==> src/rtl/series_adder_stream_if.sv <==
// ----------------------------------------------------------------------------
// series_adder_stream_if
// Bundles the two handshaked streams of the series adder:
//   input stream  : data_i / data_vld / data_rdy        (header + operands)
//   output stream : result_o / result_vld / result_rdy  (sum beats)
//                   result_first / result_last / result_ovf (beat sideband)
// master : the side that feeds operands and consumes result beats
// slave  : the adder itself
// ----------------------------------------------------------------------------
interface series_adder_stream_if #(
    parameter int DATA_W = 32,
    parameter int OUT_W  = 32
);
    logic [DATA_W-1:0] data_i;
    logic              data_vld;
    logic              data_rdy;
    logic [OUT_W-1:0]  result_o;
    logic              result_vld;
    logic              result_rdy;
    logic              result_first;
    logic              result_last;
    logic              result_ovf;

    modport master (
        output data_i, data_vld, result_rdy,
        input  data_rdy, result_o, result_vld, result_first, result_last, result_ovf
    );

    modport slave (
        input  data_i, data_vld, result_rdy,
        output data_rdy, result_o, result_vld, result_first, result_last, result_ovf
    );
endinterface

==> src/rtl/series_adder_stream.sv <==
// ----------------------------------------------------------------------------
// series_adder_stream
// Takes a packet (header word holding operand count N in its low CNT_W bits,
// then N operands) and accumulates the operands into a SUM_W-bit sum with
// sticky overflow detection. The sum leaves as NBEATS = ceil(SUM_W/OUT_W)
// beats, least-significant beat first, with backpressure honoured.
//
// Ports:
//   clk          system clock
//   rst_p        synchronous active-high reset (discards any partial packet)
//   bus          slave side of series_adder_stream_if (input + result streams)
//   module_idle  high while waiting for a header
// ----------------------------------------------------------------------------
module series_adder_stream #(
    parameter int DATA_W = 32,
    parameter int CNT_W  = 16,
    parameter int SUM_W  = 48,
    parameter int OUT_W  = 32,
    parameter int SIGNED = 0
) (
    input  logic                   clk,
    input  logic                   rst_p,
    series_adder_stream_if.slave   bus,
    output logic                   module_idle
);
    localparam int            NBEATS    = (SUM_W + OUT_W - 1) / OUT_W;
    localparam int            PAD_W     = NBEATS * OUT_W;
    localparam int            BW        = (NBEATS > 1) ? $clog2(NBEATS) : 1;
    localparam logic [BW-1:0] LAST_BEAT = BW'(NBEATS - 1);
    localparam logic          ONE_BEAT  = (NBEATS == 1);
    localparam logic          IS_SIGNED = (SIGNED != 0);

    typedef enum logic [1:0] {
        S_IDLE = 2'd0,
        S_ACC  = 2'd1,
        S_OUT  = 2'd2
    } state_t;

    state_t             state_r, state_nx_s;
    logic [SUM_W-1:0]   acc_r, acc_nx_s;
    logic [CNT_W-1:0]   cnt_r, cnt_nx_s;
    logic               ovf_r, ovf_nx_s;
    logic [BW-1:0]      beat_r, beat_nx_s;
    logic [OUT_W-1:0]   res_r, res_nx_s;
    logic               res_vld_r, res_vld_nx_s;
    logic               res_first_r, res_first_nx_s;
    logic               res_last_r, res_last_nx_s;
    logic               res_ovf_r, res_ovf_nx_s;

    logic [SUM_W-1:0]   ext_s;
    logic [SUM_W:0]     wide_sum_s;
    logic [SUM_W-1:0]   sum_s;
    logic               add_ovf_s;

    // Widen an input word to SUM_W bits, zero- or sign-filled by mode.
    function automatic logic [SUM_W-1:0] extend_operand(input logic [DATA_W-1:0] w);
        logic                    fill;
        logic [SUM_W+DATA_W-1:0] wide;
        fill = IS_SIGNED & w[DATA_W-1];
        wide = {{SUM_W{fill}}, w};
        return wide[SUM_W-1:0];
    endfunction

    // Select beat idx of the sum; bits above SUM_W in the top beat carry the fill.
    function automatic logic [OUT_W-1:0] beat_of(input logic [SUM_W-1:0] a,
                                                 input logic [BW-1:0]    idx);
        logic                   fill;
        logic [PAD_W+SUM_W-1:0] wide;
        fill = IS_SIGNED & a[SUM_W-1];
        wide = {{PAD_W{fill}}, a};
        return wide[int'(idx)*OUT_W +: OUT_W];
    endfunction

    // Handshake readiness is a pure function of state.
    assign bus.data_rdy     = (state_r != S_OUT);
    assign module_idle      = (state_r == S_IDLE);
    assign bus.result_o     = res_r;
    assign bus.result_vld   = res_vld_r;
    assign bus.result_first = res_first_r;
    assign bus.result_last  = res_last_r;
    assign bus.result_ovf   = res_ovf_r;

    // Add the current input word to the accumulator and flag overflow of this step.
    always_comb begin
        ext_s      = extend_operand(bus.data_i);
        wide_sum_s = {1'b0, acc_r} + {1'b0, ext_s};
        sum_s      = wide_sum_s[SUM_W-1:0];
        if (IS_SIGNED) begin
            // Like-signed addends producing an opposite-signed result.
            add_ovf_s = (acc_r[SUM_W-1] == ext_s[SUM_W-1]) &&
                        (sum_s[SUM_W-1] != acc_r[SUM_W-1]);
        end else begin
            add_ovf_s = wide_sum_s[SUM_W];
        end
    end

    // Next-state and next-output decode; output registers are loaded with the
    // beat that will be presented in the following cycle.
    always_comb begin
        state_nx_s     = state_r;
        acc_nx_s       = acc_r;
        cnt_nx_s       = cnt_r;
        ovf_nx_s       = ovf_r;
        beat_nx_s      = beat_r;
        res_nx_s       = res_r;
        res_vld_nx_s   = res_vld_r;
        res_first_nx_s = res_first_r;
        res_last_nx_s  = res_last_r;
        res_ovf_nx_s   = res_ovf_r;

        case (state_r)
            S_IDLE: begin
                if (bus.data_vld) begin
                    cnt_nx_s = bus.data_i[CNT_W-1:0];
                    acc_nx_s = '0;
                    ovf_nx_s = 1'b0;
                    if (bus.data_i[CNT_W-1:0] == '0) begin
                        // Empty packet: present an all-zero sum right away.
                        state_nx_s     = S_OUT;
                        beat_nx_s      = '0;
                        res_nx_s       = '0;
                        res_vld_nx_s   = 1'b1;
                        res_first_nx_s = 1'b1;
                        res_last_nx_s  = ONE_BEAT;
                        res_ovf_nx_s   = 1'b0;
                    end else begin
                        state_nx_s = S_ACC;
                    end
                end else begin
                    state_nx_s = S_IDLE;
                end
            end

            S_ACC: begin
                if (bus.data_vld) begin
                    acc_nx_s = sum_s;
                    ovf_nx_s = ovf_r | add_ovf_s;
                    cnt_nx_s = cnt_r - CNT_W'(1);
                    if (cnt_r == CNT_W'(1)) begin
                        state_nx_s     = S_OUT;
                        beat_nx_s      = '0;
                        res_nx_s       = beat_of(sum_s, BW'(0));
                        res_vld_nx_s   = 1'b1;
                        res_first_nx_s = 1'b1;
                        res_last_nx_s  = ONE_BEAT;
                        res_ovf_nx_s   = ovf_r | add_ovf_s;
                    end else begin
                        state_nx_s = S_ACC;
                    end
                end else begin
                    state_nx_s = S_ACC;
                end
            end

            S_OUT: begin
                if (bus.result_rdy) begin
                    if (beat_r == LAST_BEAT) begin
                        state_nx_s     = S_IDLE;
                        beat_nx_s      = '0;
                        res_nx_s       = '0;
                        res_vld_nx_s   = 1'b0;
                        res_first_nx_s = 1'b0;
                        res_last_nx_s  = 1'b0;
                        res_ovf_nx_s   = 1'b0;
                    end else begin
                        beat_nx_s      = beat_r + BW'(1);
                        res_nx_s       = beat_of(acc_r, beat_r + BW'(1));
                        res_first_nx_s = 1'b0;
                        res_last_nx_s  = ((beat_r + BW'(1)) == LAST_BEAT);
                    end
                end else begin
                    // Backpressure: everything presented stays put.
                    state_nx_s = S_OUT;
                end
            end

            default: begin
                state_nx_s     = S_IDLE;
                beat_nx_s      = '0;
                res_nx_s       = '0;
                res_vld_nx_s   = 1'b0;
                res_first_nx_s = 1'b0;
                res_last_nx_s  = 1'b0;
                res_ovf_nx_s   = 1'b0;
            end
        endcase
    end

    // State, datapath and output registers with synchronous reset.
    always_ff @(posedge clk) begin
        if (rst_p) begin
            state_r     <= S_IDLE;
            acc_r       <= '0;
            cnt_r       <= '0;
            ovf_r       <= 1'b0;
            beat_r      <= '0;
            res_r       <= '0;
            res_vld_r   <= 1'b0;
            res_first_r <= 1'b0;
            res_last_r  <= 1'b0;
            res_ovf_r   <= 1'b0;
        end else begin
            state_r     <= state_nx_s;
            acc_r       <= acc_nx_s;
            cnt_r       <= cnt_nx_s;
            ovf_r       <= ovf_nx_s;
            beat_r      <= beat_nx_s;
            res_r       <= res_nx_s;
            res_vld_r   <= res_vld_nx_s;
            res_first_r <= res_first_nx_s;
            res_last_r  <= res_last_nx_s;
            res_ovf_r   <= res_ovf_nx_s;
        end
    end
endmodule

==> src/flat_wrapper.sv <==
// flat-port wrapper written by rule: the top's interface ports become plain ports
module series_adder_stream_flat 
#(
    parameter int DATA_W = 32,
    parameter int CNT_W  = 16,
    parameter int SUM_W  = 48,
    parameter int OUT_W  = 32,
    parameter int SIGNED = 0
)
  (clk, rst_p, module_idle, bus_data_i, bus_data_vld, bus_result_rdy, bus_data_rdy, bus_result_o, bus_result_vld, bus_result_first, bus_result_last, bus_result_ovf);
  series_adder_stream_if #(.DATA_W(DATA_W), .OUT_W(OUT_W)) bus_i ();
  input  logic clk;
  input  logic rst_p;
  output logic module_idle;
  input wire logic [$bits(bus_i.data_i)-1:0] bus_data_i;
  input wire logic [$bits(bus_i.data_vld)-1:0] bus_data_vld;
  input wire logic [$bits(bus_i.result_rdy)-1:0] bus_result_rdy;
  output wire logic [$bits(bus_i.data_rdy)-1:0] bus_data_rdy;
  output wire logic [$bits(bus_i.result_o)-1:0] bus_result_o;
  output wire logic [$bits(bus_i.result_vld)-1:0] bus_result_vld;
  output wire logic [$bits(bus_i.result_first)-1:0] bus_result_first;
  output wire logic [$bits(bus_i.result_last)-1:0] bus_result_last;
  output wire logic [$bits(bus_i.result_ovf)-1:0] bus_result_ovf;
  assign bus_i.data_i = bus_data_i;
  assign bus_i.data_vld = bus_data_vld;
  assign bus_i.result_rdy = bus_result_rdy;
  assign bus_data_rdy = bus_i.data_rdy;
  assign bus_result_o = bus_i.result_o;
  assign bus_result_vld = bus_i.result_vld;
  assign bus_result_first = bus_i.result_first;
  assign bus_result_last = bus_i.result_last;
  assign bus_result_ovf = bus_i.result_ovf;
  series_adder_stream #(.DATA_W(DATA_W), .CNT_W(CNT_W), .SUM_W(SUM_W), .OUT_W(OUT_W), .SIGNED(SIGNED)) u_core (.clk(clk), .rst_p(rst_p), .bus(bus_i), .module_idle(module_idle));
endmodule
==> config.mk <==
export PLATFORM = sky130hd
export DESIGN_NAME = series_adder_stream_flat
export DESIGN_NICKNAME = d
export VERILOG_FILES = /design/src/rtl/series_adder_stream_if.sv /design/src/rtl/series_adder_stream.sv /design/src/flat_wrapper.sv
export SDC_FILE = /design/constraint.sdc
export NUM_CORES = 1
export LEC_CHECK = 0
export ABC_AREA = 1
export CORE_MARGIN = 2
export CORE_UTILIZATION = 50
export DETAILED_ROUTE_END_ITERATION = 10
export PLACE_DENSITY = 0.7
export SLEW_MARGIN = 20
export SYNTH_ARGS = -nofsm -noshare
export SYNTH_HDL_FRONTEND = slang
export SYNTH_SLANG_ARGS = --single-unit
==> constraint.sdc <==
create_clock -name clk -period 5.5 [get_ports clk]
set_input_delay 0.825 -clock clk [delete_from_list [all_inputs] [get_ports clk]]
set_output_delay 0.825 -clock clk [all_outputs]
set_load 0.01 [all_outputs]
Yosys cells after proc, flatten, opt, wreduce, memory -nomap -nowiden
Cells that the tools add are included.
- add/subtract/negate cells: 3
- equality and inequality tests: 11
- shifts and indexed selects: 1
- multiplexer cells: 42
- bitwise logic cells: 1
- reductions and logical operators: 6
- operators with widths (kind ; number):
    $mux W32 ; 6
    $shiftx A112 B7 Y32 ; 1
    $mux W48 ; 2
    $pmux W32 S3 ; 1
    $pmux W48 S2 ; 1
    $add A48 B32 Y49 ; 1
    $mux W16 ; 2
    $pmux W16 S2 ; 1
    $mux W1 ; 17
    $eq A16 B1 Y1 const B ; 1
    $logic_not A16 Y1 ; 1
    $sub A16 B1 Y16 const B ; 1
    $mux W2 ; 6
    $pmux W1 S3 ; 4
    $ne A2 B1 Y1 const B ; 4
    $ne A2 B2 Y1 const B ; 3
    $pmux W2 S3 ; 1
    $reduce_and A6 Y1 ; 1
    $reduce_and A5 Y1 ; 1
    $ne A3 B2 Y1 const B ; 1
    $reduce_and A3 Y1 ; 1
    $eq A2 B1 Y1 const B ; 1
    $eq A2 B2 Y1 const B ; 1
    $logic_not A2 Y1 ; 1
    4 further kinds ; 4
- flip-flop bits (word level): 103
- bits of input ports: 36

Logic depth before layout (Yosys ltp)
- word-level depth: 5
- depth in mapped cells: 16
- mapped depth without buffers: 16

Worst setup path after synthesis
Ideal clock, no wire load.
- kind: input to register
- start point: input port bus_data_i[0]
- end point: register u_core.acc_r[32]
- arrival time: 2.265 ns
- setup slack: 3.122 ns
- stages on the path: 15
- buffers on the path: 0
- cell sequence: ha_1 -> inv_1 -> fa_1 -> inv_1 -> nand3_1 -> nand3_1 -> nand2_1 -> nand2_1 -> nand2_1 -> nand2_1 -> a21oi_1 -> nor2_1 -> nand2_1 -> nand2_1 -> nor2_1
- cells in the longest elaborated chain, start to end: 3
- ends and longest elaborated chain (element ; RTL line ; text):
    from (decl) ; flat_wrapper.sv:15 ; input wire logic [$bits(bus_i.data_i)-1:0] bus_data_i;
    $add A48 B32 Y49 ; series_adder_stream.sv:86 ; wide_sum_s = {1'b0, acc_r} + {1'b0, ext_s};
    $mux W48 ; series_adder_stream.sv:135 ; if (bus.data_vld) begin
    $pmux W48 S2 ; series_adder_stream.sv:111 ; case (state_r)
    to (signal assigned) ; series_adder_stream.sv:204 ; acc_r <= acc_nx_s;
    to (decl) ; series_adder_stream.sv:40 ; logic [SUM_W-1:0] acc_r, acc_nx_s;
No other way between the ends. The select of a mux whose other input is x is not followed.
A chain may end at the register's enable or synchronous reset.

Worst setup path in the final report
- start point: input port bus_data_i[0]
- end point: register u_core.acc_r[34]
The elaborated chain is that of the path after synthesis.

==> results.toml <==
[floorplan]
core_area_um2 = 14500
die_w_um = 126
die_area_um2 = 15900
initial_core_util_pct = 51.3
die_y_um = 126
top_level_ports = 74
row_count = 44

[critical_path]
slowest_delay_ps = 560
crit_type = "input port to flop"
end_kind = "flop"
ff2ff_path_depth = 9
required_ps = 5760
reg2reg_to = "u_core.bus.result_o[17]"
reg2reg_slack_ps = 2830
slowest_stage = "clkdlybuf4s50_1"
critPathMaxFanout = 5
worstPathCellList = "clkdlybuf4s50_1 > ha_1 > inv_1 > fa_1 > inv_1 > nand2_1 > nand3_1 > nand2_1 > nand2_1 > nand2_1 > nand2_1 > nand2_1 > nand2_1 > nand3_1 > nand2_1 > nor2_1"
startpoint_type = "input port"
cpMostUsedCell = "nand2_1"
r2r_start = "u_core.state_r[1]"
critPathArrivalTime_ps = 3360

[clocking]
cts_resized = 0
insertion_delay_ps = 370
postCtsSetupBuffers = 0
cts.sinks = 103
cts_buffer_depth = 2
clk_pin_slew_ps = 70
cts_hold_buf = 0
numCtsBuffers = 9
cts_root_buffer = "clkbuf_16"
cts_tree = "yes"
h-tree-depth = 3

[timing]
max_slew.worst_pin.slew_ps = 729
maxSlewViolCount = 0
hold_slack_ps = 465
finalClockSkew_ps = 11.5
hold_viol_final = 0
layout_min_cycle_time_ps = 3100
fin_crit_sh_pct = 56.3
slew_headroom_pct = 51.4
setup_viol = 0
tns_ps = 0
rsz0062_at_grt = "no"
fmax_ghz = 0.323

[min_path]
min_path_type = "flop to flop"
hold_depth = 2
worst_hold_path.endpoint = "u_core.bus.result_o[0]"
hp-start = "u_core.bus.result_o[0]"

[place]
dpl.cell_count = 1495
gp_congestion = 1.01
dpl_cell_area_um2 = 8300
port_buffers = 73
hpwl_mm = 18.7

[grt]
grt_use_met3_pct = 2.55
grt_busiest_layer = "met2"
grt_antenna_before_repair = 0
use_met2_pct = 51.5
overflow = 0
use_met1_pct = 40.8
grt_pass1_vias = 7629
grt_pass1_wl_mm = 38.8
grt_use_total_pct = 30.4
grt_max_degree = 66

[pwr]
static-leakage-power_uw = 0.00390
power_density_nw_per_um2 = 238
peakVddDrop_uv = 149

[logic_synthesis]
yosys.area.top_type = "dfxtp_1"
synth_edf_count = 0
synthArstFlopShare_pct = 0
ys.warnings.count = 0
yosysMostFrequentCell = "nand2_1"
netlist_instances = 1269
seq_area_frac_synth_pct = 27.6
ys.flop_type = "dfxtp_1"
ys_types = 38
synth_seq_cells = 103
syn-cell-area_um2 = 7460
ys_top_cells_by_area = "dfxtp_1 (28%), nand2_1 (21%), a21oi_1 (9.3%)"
syn-num-nets = 1344
synth.top_cell.area_share_pct = 27.6
netlist_top_cells_count = "nand2_1 (415), inv_1 (184), a21oi_1 (138)"
syn_area_per_cell_um2 = 5.88

[detailed_routing]
route.detailed.drc = 0
drt_iter0_markers = 738
via_per_inst = 5.44
routedWlPerCell_um = 16.0
first_pass_iters = 5
ant_nets = 0
routed_wl_mm = 24.1
vias = 8218

[job]
max_cap_violations = 0

[final_layout]
syn2layout_area_growth_pct = 15.0
drive_gt1_share_pct = 2.71
num_antenna_cells = 0
finalNetCount = 1397
final_cell_area_um2 = 8580
fin_cells = 1510
fin_util_pct = 59.0

[run_status]
status = "completed"
## critical path, delay by kind of cell
kind                       cells  cell delay [ps]
buffers and inverters          3              740
adders and majority gates      2              570
and+or+nand+nor               11             1230
## registers in the layout, summed over array words and instances, names as in the netlist
register and cells:
u_core.bus.result_first 1, u_core.bus.result_last 1, u_core.bus.result_vld 1, u_core.bus.result_o 32, u_core.bus.result_ovf 1, u_core.acc_r 48, u_core.ovf_r 1, u_core.cnt_r 16
u_core.state_r 2
## final cells by class
type,count,area (um^2)
Clock buffer,9,225
Clock inverter,6,53.8
Fill cell,1559,5950
Inverter,186,698
Multi-Input combinational cell,944,4550
Sequential cell,103,2060
Tap cell,184,230
Timing Repair Buffer,78,763
## per-layer routing
layer	share of wire (%)	vias up	routed length, um
li1	-	4198	-
met1	46	3752	11100
met2	46	233	11200
met3	5.1	35	1240
met4	2.4	0	586
met5	0	-	0
## worst max path at each step
stage                  startpoint  slack [ps]          endpoint
floorplan           bus_data_i[0]        3120  u_core.acc_r[32]
global placement    bus_data_i[0]        2080  u_core.acc_r[34]
detailed placement  bus_data_i[0]        2050  u_core.acc_r[34]
CTS                 bus_data_i[0]        2430  u_core.acc_r[34]
global route        bus_data_i[0]        2230  u_core.acc_r[34]
finish              bus_data_i[0]        2400  u_core.acc_r[34]
## per-stage QoR
| stage | power (uW) | setup WS, ps |
|---|---|---|
| global placement | 1410 | 2080 |
| detailed placement | 1410 | 2050 |
| global route | 2150 | 2230 |
| CTS | 2050 | 2430 |
| finish | 2040 | 2400 |
| floorplan | 1220 | 3120 |
## layout by cell type (no fill, tap or decap), types with 2 or more instances in the layout
cell type	netlist	layout
a211oi_1	3	3
a21o_1	3	3
a21oi_1	138	138
a31oi_1	3	3
buf_4	1	5
clkbuf_16	0	9
clkdlybuf4s50_1	0	72
clkinvlp_4	0	3
dfxtp_1	103	103
ha_1	38	37
inv_1	184	183
inv_2	2	3
inv_8	0	2
nand2_1	415	415
nand3_1	76	76
nand3b_1	11	11
nand4_1	22	22
nor2_1	111	111
nor2_2	3	2
nor3_1	14	14
nor4_1	6	6
o211ai_1	6	6
o21ai_0	72	72
o21bai_1	4	4
o221ai_1	2	2
or2_2	4	4
xor2_1	2	2
## where the power goes
group	internal, uW	total, uW	leakage (uW)	switching [uW]
Combinational	191	591	0.00293	400
Sequential	782	811	0.000840	29.2
Clock	312	639	0.000128	326
Total	1290	2040	0.00390	756
## logic make-up after synthesis
group           count (synthesis)  share of synthesized area, %
xor+xnor                        2                         0.235
compound gates                237                          16.8
fa+ha+maj                      39                          6.64
simple gates                  666                          37.2
flops                         103                          27.6
buf+inv                       222                          11.5
No activity file was read; power rests on OpenSTA's default activity.
